`src/rtl/game_timer_if.sv`:
```
// game_timer_if: control/status bundle between game control and game_timer.
//   start, pause_toggle, bonus : one-cycle command pulses
//   bonus_seconds[6:0]         : seconds added on bonus
//   game_duration[6:0]         : remaining seconds, 0..MAX_SECONDS
//   running, expired           : state flags
//   expired_pulse              : one cycle on entry to expired
//   warn, blink                : low-time HUD flags
// master = game control side, slave = timer side.
interface game_timer_if;
  logic       start;
  logic       pause_toggle;
  logic       bonus;
  logic [6:0] bonus_seconds;
  logic [6:0] game_duration;
  logic       running;
  logic       expired;
  logic       expired_pulse;
  logic       warn;
  logic       blink;

  modport master (
    output start, pause_toggle, bonus, bonus_seconds,
    input  game_duration, running, expired, expired_pulse, warn, blink
  );
  modport slave (
    input  start, pause_toggle, bonus, bonus_seconds,
    output game_duration, running, expired, expired_pulse, warn, blink
  );
endinterface

```
`src/rtl/game_timer.sv`:
```
// game_timer: divides the clock to 1 s ticks and counts the game time down.
//   i_clk  : system clock
//   i_rst  : asynchronous active-high reset
//   bus    : game_timer_if.slave (commands in, count and flags out)
// States: IDLE -> RUNNING <-> PAUSED, RUNNING -> EXPIRED; start restarts from any.
// Optional: define GAME_TIMER_BLINK_EN to build the 1 Hz low-time blink
// phase; otherwise blink is tied low.
module game_timer #(
  parameter int CLK_HZ        = 50000000,
  parameter int START_SECONDS = 60,
  parameter int MAX_SECONDS   = 99,
  parameter int WARN_SECONDS  = 10
) (
  input  logic          i_clk,
  input  logic          i_rst,
  game_timer_if.slave   bus
);
  localparam int PW = (CLK_HZ > 1) ? $clog2(CLK_HZ) : 1;
  localparam logic [PW-1:0] P_LAST = PW'(CLK_HZ - 1);
  localparam logic [PW-1:0] P_HALF = PW'(CLK_HZ / 2 - 1);
  localparam logic [6:0]    D_START = 7'(START_SECONDS);
  localparam logic [7:0]    D_MAX   = 8'(MAX_SECONDS);
  localparam logic [6:0]    D_WARN  = 7'(WARN_SECONDS);

  typedef enum logic [1:0] {S_IDLE, S_RUN, S_PAUSE, S_EXP} state_t;

  state_t        r_state;
  logic [PW-1:0] r_pre;
  logic [6:0]    r_dur;
  logic          r_pulse;
  logic          r_warn;

  logic          w_live, w_tick, w_bon, w_expire;
  logic [7:0]    w_sum;
  logic [6:0]    w_dur_live;
  state_t        w_st_nx;
  logic [6:0]    w_dur_nx;
  logic [PW-1:0] w_pre_nx;
  logic          w_warn_nx;

  assign w_live = (r_state == S_RUN) || (r_state == S_PAUSE);
  assign w_tick = (r_state == S_RUN) && (r_pre == P_LAST);
  assign w_bon  = w_live && bus.bonus && (bus.bonus_seconds != 7'd0);

  // Count is >= 1 whenever live, so the tick never underflows; the 8-bit sum
  // lets the clamp see overflow past 127.
  assign w_sum      = {1'b0, r_dur} - {7'd0, w_tick} + (w_bon ? {1'b0, bus.bonus_seconds} : 8'd0);
  assign w_dur_live = (w_sum > D_MAX) ? D_MAX[6:0] : w_sum[6:0];
  assign w_expire   = w_tick && (w_dur_live == 7'd0);

  // Start dominates; in RUN a tick lands first, then expiry beats pause.
  assign w_st_nx  = bus.start               ? S_RUN :
                    (r_state == S_RUN)      ? (w_expire ? S_EXP : (bus.pause_toggle ? S_PAUSE : S_RUN)) :
                    (r_state == S_PAUSE)    ? (bus.pause_toggle ? S_RUN : S_PAUSE) :
                    r_state;
  assign w_dur_nx = (bus.start || r_state == S_IDLE) ? D_START :
                    w_live ? w_dur_live : 7'd0;
  assign w_pre_nx = bus.start               ? '0 :
                    (r_state == S_RUN)      ? (w_tick ? '0 : r_pre + PW'(1)) :
                    (r_state == S_PAUSE)    ? r_pre : '0;
  assign w_warn_nx = ((w_st_nx == S_RUN) || (w_st_nx == S_PAUSE)) &&
                     (w_dur_nx != 7'd0) && (w_dur_nx <= D_WARN);

`ifdef GAME_TIMER_BLINK_EN
  logic r_blink;
  // Two toggles per tick period give a 1 Hz square wave aligned to the ticks.
  logic w_blink_tgl;
  assign w_blink_tgl = !bus.start && (r_state == S_RUN) && ((r_pre == P_HALF) || (r_pre == P_LAST));
`endif

  always_ff @(posedge i_clk or posedge i_rst) begin
    if (i_rst) begin
      r_state <= S_IDLE;
      r_pre   <= '0;
      r_dur   <= D_START;
      r_pulse <= 1'b0;
      r_warn  <= 1'b0;
`ifdef GAME_TIMER_BLINK_EN
      r_blink <= 1'b0;
`endif
    end else begin
      r_state <= w_st_nx;
      r_pre   <= w_pre_nx;
      r_dur   <= w_dur_nx;
      r_pulse <= !bus.start && (r_state == S_RUN) && w_expire;
      r_warn  <= w_warn_nx;
`ifdef GAME_TIMER_BLINK_EN
      r_blink <= w_warn_nx ? (r_blink ^ w_blink_tgl) : 1'b0;
`endif
    end
  end

  assign bus.game_duration = r_dur;
  assign bus.running       = (r_state == S_RUN);
  assign bus.expired       = (r_state == S_EXP);
  assign bus.expired_pulse = r_pulse;
  assign bus.warn          = r_warn;
`ifdef GAME_TIMER_BLINK_EN
  assign bus.blink         = r_blink;
`else
  assign bus.blink         = 1'b0;
`endif

endmodule

```
`src/flat_wrapper.sv`:
```
// flat-port wrapper written by rule: the top's interface ports become plain ports
module game_timer_flat 
#(
  parameter int CLK_HZ        = 50000000,
  parameter int START_SECONDS = 60,
  parameter int MAX_SECONDS   = 99,
  parameter int WARN_SECONDS  = 10
)
  (i_clk, i_rst, bus_start, bus_pause_toggle, bus_bonus, bus_bonus_seconds, bus_game_duration, bus_running, bus_expired, bus_expired_pulse, bus_warn, bus_blink);
  game_timer_if bus_i ();
  input  logic i_clk;
  input  logic i_rst;
  input wire logic [$bits(bus_i.start)-1:0] bus_start;
  input wire logic [$bits(bus_i.pause_toggle)-1:0] bus_pause_toggle;
  input wire logic [$bits(bus_i.bonus)-1:0] bus_bonus;
  input wire logic [$bits(bus_i.bonus_seconds)-1:0] bus_bonus_seconds;
  output wire logic [$bits(bus_i.game_duration)-1:0] bus_game_duration;
  output wire logic [$bits(bus_i.running)-1:0] bus_running;
  output wire logic [$bits(bus_i.expired)-1:0] bus_expired;
  output wire logic [$bits(bus_i.expired_pulse)-1:0] bus_expired_pulse;
  output wire logic [$bits(bus_i.warn)-1:0] bus_warn;
  output wire logic [$bits(bus_i.blink)-1:0] bus_blink;
  assign bus_i.start = bus_start;
  assign bus_i.pause_toggle = bus_pause_toggle;
  assign bus_i.bonus = bus_bonus;
  assign bus_i.bonus_seconds = bus_bonus_seconds;
  assign bus_game_duration = bus_i.game_duration;
  assign bus_running = bus_i.running;
  assign bus_expired = bus_i.expired;
  assign bus_expired_pulse = bus_i.expired_pulse;
  assign bus_warn = bus_i.warn;
  assign bus_blink = bus_i.blink;
  game_timer #(.CLK_HZ(CLK_HZ), .START_SECONDS(START_SECONDS), .MAX_SECONDS(MAX_SECONDS), .WARN_SECONDS(WARN_SECONDS)) u_core (.i_clk(i_clk), .i_rst(i_rst), .bus(bus_i));
endmodule
```
`config.mk`:
```
export PLATFORM = sky130hd
export DESIGN_NAME = game_timer_flat
export DESIGN_NICKNAME = d
export VERILOG_FILES = /design/src/rtl/game_timer_if.sv /design/src/rtl/game_timer.sv /design/src/flat_wrapper.sv
export SDC_FILE = /design/constraint.sdc
export NUM_CORES = 1
export LEC_CHECK = 0
export CELL_PAD_IN_SITES_DETAIL_PLACEMENT = 1
export CELL_PAD_IN_SITES_GLOBAL_PLACEMENT = 2
export CORE_MARGIN = 5
export CORE_UTILIZATION = 35
export DETAILED_ROUTE_END_ITERATION = 10
export PLACE_DENSITY_LB_ADDON = 0.12
export SETUP_SLACK_MARGIN = 0.2
export SYNTH_ARGS = -nofsm -noshare
export SYNTH_HDL_FRONTEND = slang
export SYNTH_SLANG_ARGS = --single-unit
```
`constraint.sdc`:
```
create_clock -name i_clk -period 4.3 [get_ports i_clk]
set_clock_uncertainty 0.15 [all_clocks]
set_input_delay 0.645 -clock i_clk [delete_from_list [all_inputs] [get_ports i_clk]]
set_output_delay 0.645 -clock i_clk [all_outputs]
set_load 0.005 [all_outputs]
```
Word level (Yosys, flattened, before mapping)
Cells that the tools add are included.

Register bits: 37. Output and inout port bits: 12.

$add $sub $neg: 3. Order comparisons: 2. Eq/ne operators: 7. Muxes and demuxes: 14. Reduce and logical (&&, ||, !) cells: 16.

Operators by type and width (number): $mux W26 (4); $mux W7 (4); $add A26 B1 Y26 const B (1); $eq A26 B26 Y1 const B (1); $reduce_bool A7 Y1 (2); $mux W2 (6); $add A8 B8 Y8 (1); $gt A8 B7 Y1 const B (1); $logic_and A1 B1 Y1 (8); $sub A7 B1 Y8 (1); $le A7 B4 Y1 const B (1); $logic_not A7 Y1 (1); $eq A2 B2 Y1 const B (3); $eq A2 B1 Y1 const B (2); $logic_or A1 B1 Y1 (3); $ne A3 B3 Y1 const B (1); $logic_not A2 Y1 (1); $logic_not A1 Y1 (1).

Longest topological paths before layout
Depth in word-level cells: 17. Depth in mapped cells: 16. Depth with buffers taken out: 16.

Worst setup path before layout
Ideal clock, no wire load.

Kind: reg-to-reg. Start: register u_core.r_pre[0]. End: register u_core.r_state[1]. Library setup time: 0.099 ns. Arrival: 3.533 ns. Data required time: 4.051 ns. Slack: 0.518 ns. Cell stages (with the launch flop): 17. Path buffers: 0. Clock period less this slack: 3.782 ns. Path through: dfrtp_1 > ha_1 > and3_1 > nand3_1 > nor4_1 > and2_1 > ha_1 > inv_1 > ha_1 > inv_1 > fa_1 > nor2b_1 > o22ai_2 > xnor2_1 > nor4_1 > nand3_1 > a311oi_1.

Cells in the longest elaborated chain, start to end: 11.

RTL lines: start, declared (line game_timer.sv:28) `logic [PW-1:0] r_pre;`; start signal, assigned (line game_timer.sv:83) `r_pre <= w_pre_nx;`; $eq A26 B26 Y1 * (line game_timer.sv:42) `assign w_tick = (r_state == S_RUN) && (r_pre == P_LAST);`; $logic_and A1 B1 Y1 * (line game_timer.sv:42); $sub A7 B1 Y8 (line game_timer.sv:47) `assign w_sum = {1'b0, r_dur} - {7'd0, w_tick} + (w_bon ? {1'b0, bus.bonus_seconds} : 8'd0);`; $add A8 B8 Y8 (line game_timer.sv:47); $gt A8 B7 Y1 (line game_timer.sv:48) `assign w_dur_live = (w_sum > D_MAX) ? D_MAX[6:0] : w_sum[6:0];`; $mux W7 (line game_timer.sv:48); $logic_not A7 Y1 (line game_timer.sv:49) `assign w_expire = w_tick && (w_dur_live == 7'd0);`; $logic_and A1 B1 Y1 * (line game_timer.sv:49); $mux W2 * (2 in a row) (line game_timer.sv:53) `(r_state == S_RUN) ? (w_expire ? S_EXP : (bus.pause_toggle ? S_PAUSE : S_RUN)) :`; $mux W2 * (line game_timer.sv:52) `assign w_st_nx = bus.start ? S_RUN :`; named net u_core.w_st_nx[1] (line game_timer.sv:36) `state_t w_st_nx;`; end signal, assigned (line game_timer.sv:82) `r_state <= w_st_nx;`; end, declared (line game_timer.sv:27) `state_t r_state;`.

The timed path passes the listed nets; every way through them passes the cells marked *. A chain may end at the register's enable or synchronous reset.

Worst setup path in the final report
Start: register u_core.r_pre[0]. End: register u_core.r_dur[3], in the netlist u_core.bus.game_duration[3].

Cells in the longest elaborated chain, start to end: 8.

RTL lines: $eq A26 B26 Y1 * (line game_timer.sv:42); $logic_and A1 B1 Y1 * (line game_timer.sv:42); $sub A7 B1 Y8 * (line game_timer.sv:47); $add A8 B8 Y8 * (line game_timer.sv:47); $gt A8 B7 Y1 (line game_timer.sv:48); $mux W7 * (line game_timer.sv:48); $mux W7 * (line game_timer.sv:57) `w_live ? w_dur_live : 7'd0;`; $mux W7 * (line game_timer.sv:56) `assign w_dur_nx = (bus.start || r_state == S_IDLE) ? D_START :`; named net u_core.w_dur_nx[3] (line game_timer.sv:37) `logic [6:0] w_dur_nx;`; end signal, assigned (line game_timer.sv:84) `r_dur <= w_dur_nx;`; end, declared (line game_timer.sv:29) `logic [6:0] r_dur;`.

Marked as above.

==> key figures <==
Timing
  – Least-Margin Pin Slew: 0.8293 ns
  – Total setup violations reported at the end of the flow: 0
  – Final Max Tran Viols: 0
  – Setup repair after global routing missed its margin: no
  – Number of endpoints with negative hold slack in the final report: 0
  – Share of the clock period used by the worst path: 89.50%
  – Final sum of negative setup slack: 0 ns
  – Tightest slew margin relative to the limit: between 40% and 50%
  – Maximum clock frequency: 259.8 MHz
  – Crit path time final: 3.849 ns

Clocking
  – Clock buffers created by TritonCTS: 5
  – Worst-Skew Late Latency: a little under 0.3 ns
  – Number of buffers added to fix hold violations after cts: 0
  – TritonCTS clock tree: done
  – H-tree lvl count: 2
  – Buffer depth of the longest clock path: 2
  – Clock tree sinks: 37
  – Reg clk slew, reported paths: 0.08 ns
  – Root Driver: clkbuf_8

Worst setup path
  – RR Endpoint: u_core.bus.game_duration[3]
  – Slowest cell on the critical path: dfrtp_1
  – Cell repeated most along the worst path: inv_1
  – Peak per-stage delay on the critical path: ~0.42 ns
  – Data arrival time of the critical path: around 3.9 ns
  – Critical path launch point type: flip-flop
  – Kind of end point of the critical path: flip-flop
  – Reg-to-Reg Start: u_core.r_pre[0]
  – Ordered cell list for the critical path: ha_4 -> and3_4 -> nand3_2 -> nor4_2 -> and2_1 -> ha_1 -> inv_1 -> ha_2 -> inv_1 -> fa_2 -> nor2b_4 -> buf_4 -> o221ai_1 -> a21oi_2 -> xnor2_1 -> nand3b_1 -> a41o_1
  – CP endpoint: u_core.bus.game_duration[3]
  – Register-to-Register Setup Slack: around 0.45 ns
  – Worst-case reg-to-reg path depth: 17
  – Max FO, Critical Path: 5
  – Worst setup path startpoint: u_core.r_pre[0]
  – Data required time at the worst endpoint: between 4 and 5 ns
  – WS Path Type: flip-flop to flip-flop

Synthesis
  – Average instance area after synthesis: about 8.3 µm²
  – Post-synthesis sequential area ratio: a little over a third
  – Share of flip-flops with an asynchronous set or reset: between 90% and 100%
  – Cell taking the most area after synthesis: dfrtp_1
  – Fraction of post-synthesis cell area in the top cell type by area: 31.64%
  – Synth cell count leaders: nand2_1, dfrtp_1, o21ai_0, nor2_1, inv_1
  – Most repeated cell in the gate-level netlist after synthesis: nand2_1
  – Number of synthesized register bits: 37
  – Most common flop cell mapped by yosys: dfrtp_1
  – Number of warnings reported in the yosys synthesis log: 0
  – Cell count after synthesis: 313
  – Netlist area before placement: approximately 2600 µm²
  – Net count after synthesis: roughly 350
  – Most area-consuming cells after synthesis: dfrtp_1, ha_1, o21ai_0
  – Count of flip-flops with a built-in enable after synthesis: 0
  – Count of different cell masters after synthesis: 49

GRT
  – Antenna violations before repair: 0
  – Total routing resource utilization after global routing: between 10% and 20%
  – Global-route wire length before repair: about 12000 µm
  – Remaining global-route overflow: 0
  – Number of global-route vias before repair: ~2.5k
  – Pin count of the biggest net entering global routing: 38

Cells and area
  – FF+latch area: approximately 930 µm²
  – Share of post-route cells with drive strength above 1: 11.73%
  – Area grow syn2layout: 21.19%
  – Number of fill cells in the layout: approximately 860
  – Area occupied by multi-input gates: around 1600 µm²
  – Final core utilization: approximately 44%
  – Number of nets in the layout: between 300 and 400
  – # diodes: 0

Die
  – Boundary Pins: 24
  – Standard-cell rows: 31
  – Die area: a little over 9000 µm²
  – Die width: approximately 96 µm
  – Initial Utilization: between 30% and 40%
  – Area of the core region: slightly above 7000 µm²
  – Die height: a little under 100 µm

Drt
  – Vias per Instance: approximately 5.4
  – First DRT Iteration DRCs: 73
  – Count of vias placed by the detailed router: around 2.4k
  – Wire length per cell: about 17 µm
  – DR DRC count: 0
  – Routed Wire Length: ~7400 µm
  – Number of detailed-route iterations in the first pass: 4
  – Number of nets with antenna violations after routing: 0

Pwr
  – Total Power Consumption: 1.820 mW
  – Leakage power of the design: approximately 1.4 nW
  – Max IR drop VDD: 0.2201 mV
  – Power Density: ~580 nW/µm²

Outcome
  – Status: finished clean

Placement
  – Input/output buffers: 22
  – HPWL after DPL: 5381 µm
  – Global placer's final weighted congestion: 0.7990

Hold path
  – Tightest Hold Check Type: flip-flop to flip-flop

Job
  – Max-capacitance violation count: 0
logic make-up after synthesis:
logic type | after synthesis | share of synthesized area, %
AO/OA/AOI/OAI | 71 | 16.68
XOR/XNOR | 14 | 4.698
adder cells (fa/ha/maj) | 20 | 9.875
buffers and inverters | 37 | 5.849
flip-flops | 37 | 35.67
multiplexers | 3 | 1.151
other | 1 | 0.1437
AND/OR/NAND/NOR | 130 | 25.94
report_power, final:
part | internal [mW] | switching [mW] | total (mW) | leakage [nW]
combinational | 0.458 | 0.619 | 1.08 | 0.818
clock | 0.189 | 0.134 | 0.324 | 0.0585
sequential | 0.396 | 0.0225 | 0.419 | 0.494
critical path, delay by kind of cell, from the launching register on:
kind,cells,cell delay (ns)
fa+ha+maj,4,0.97
xor+xnor,1,0.11
compound gates,3,0.63
flops,1,0.42
simple gates,6,1.26
buf+inv,3,0.24
placed cells by master, fill, tap and decap left out, types with 3 or more instances in the layout:
master | Yosys | layout
a21oi_1 | 14 | 13
a31oi_1 | 7 | 6
a41o_1 | 3 | 3
and2_1 | 4 | 4
and3_1 | 11 | 10
buf_4 | 1 | 8
clkbuf_8 | 0 | 6
clkdlybuf4s50_1 | 0 | 22
dfrtp_1 | 33 | 33
dfstp_2 | 4 | 4
ha_1 | 19 | 17
inv_1 | 27 | 27
mux2i_1 | 3 | 3
nand2_1 | 36 | 36
nand2b_1 | 5 | 5
nand3_1 | 15 | 14
nand4_1 | 7 | 7
nor2_1 | 28 | 28
nor3_1 | 5 | 4
o21ai_0 | 30 | 30
o21ai_1 | 4 | 4
xnor2_1 | 5 | 5
xor2_1 | 9 | 9
per-layer routing:
metal	track usage (%)	up-vias	wire length [µm]
li1	-	1153	-
met1	20.40	1191	3180
met2	31.51	30	3908
met3	2.658	7	189
met4	4.790	0	99
met5	0	-	0
area by class of cell:
| class | count | share of cell area (%) |
|---|---|---|
| repair buffers | 30 | 8.861 |
| clock buffers | 7 | 2.729 |
| well taps | 99 | 3.916 |
| inverters | 27 | 3.204 |
| clock inverters | 1 | 0.9494 |
| multi-input cells | 239 | 50.91 |
| flip-flops and latches | 37 | 29.43 |
state kept, by name, indices dropped and copies added, names as in the netlist:
name	flops
u_core.r_pre	26
u_core.bus.game_duration	7
u_core.r_state	2
u_core.bus.warn	1
u_core.bus.expired_pulse	1
metrics by stage:
step           setup slack, ns  hold slack, ns  cells  cell area [µm²]
2_1_floorplan           0.5176          0.3150    313             2610
3_3_place_gp            0.1210          0.3458    431             2955
3_5_place_dp           0.06147          0.3575    431             2955
4_1_cts                 0.2799          0.3684    439             3117
5_1_grt                 0.2060          0.4091    440             3163
6_report                0.4513          0.3680    440             3163
worst min path at each step:
stage                          start          endpoint  slack (ns)  cells after the start
global route        u_core.r_pre[21]  u_core.r_pre[21]        0.41                      1
finish               u_core.r_pre[6]   u_core.r_pre[6]        0.37                      1
floorplan            u_core.r_pre[6]   u_core.r_pre[6]        0.32                      1
CTS                  u_core.r_pre[6]   u_core.r_pre[6]        0.37                      1
detailed placement   u_core.r_pre[6]   u_core.r_pre[6]        0.36                      1
global placement     u_core.r_pre[6]   u_core.r_pre[6]        0.35                      1
what timing repair did:
action | in CTS | in global routing
setup buffers | 0 | 1
pin swaps | 2 | 8
resized for setup | 8 | 8
setup endpoints to repair | 8 | 8
(Power assumes the default switching activity.)
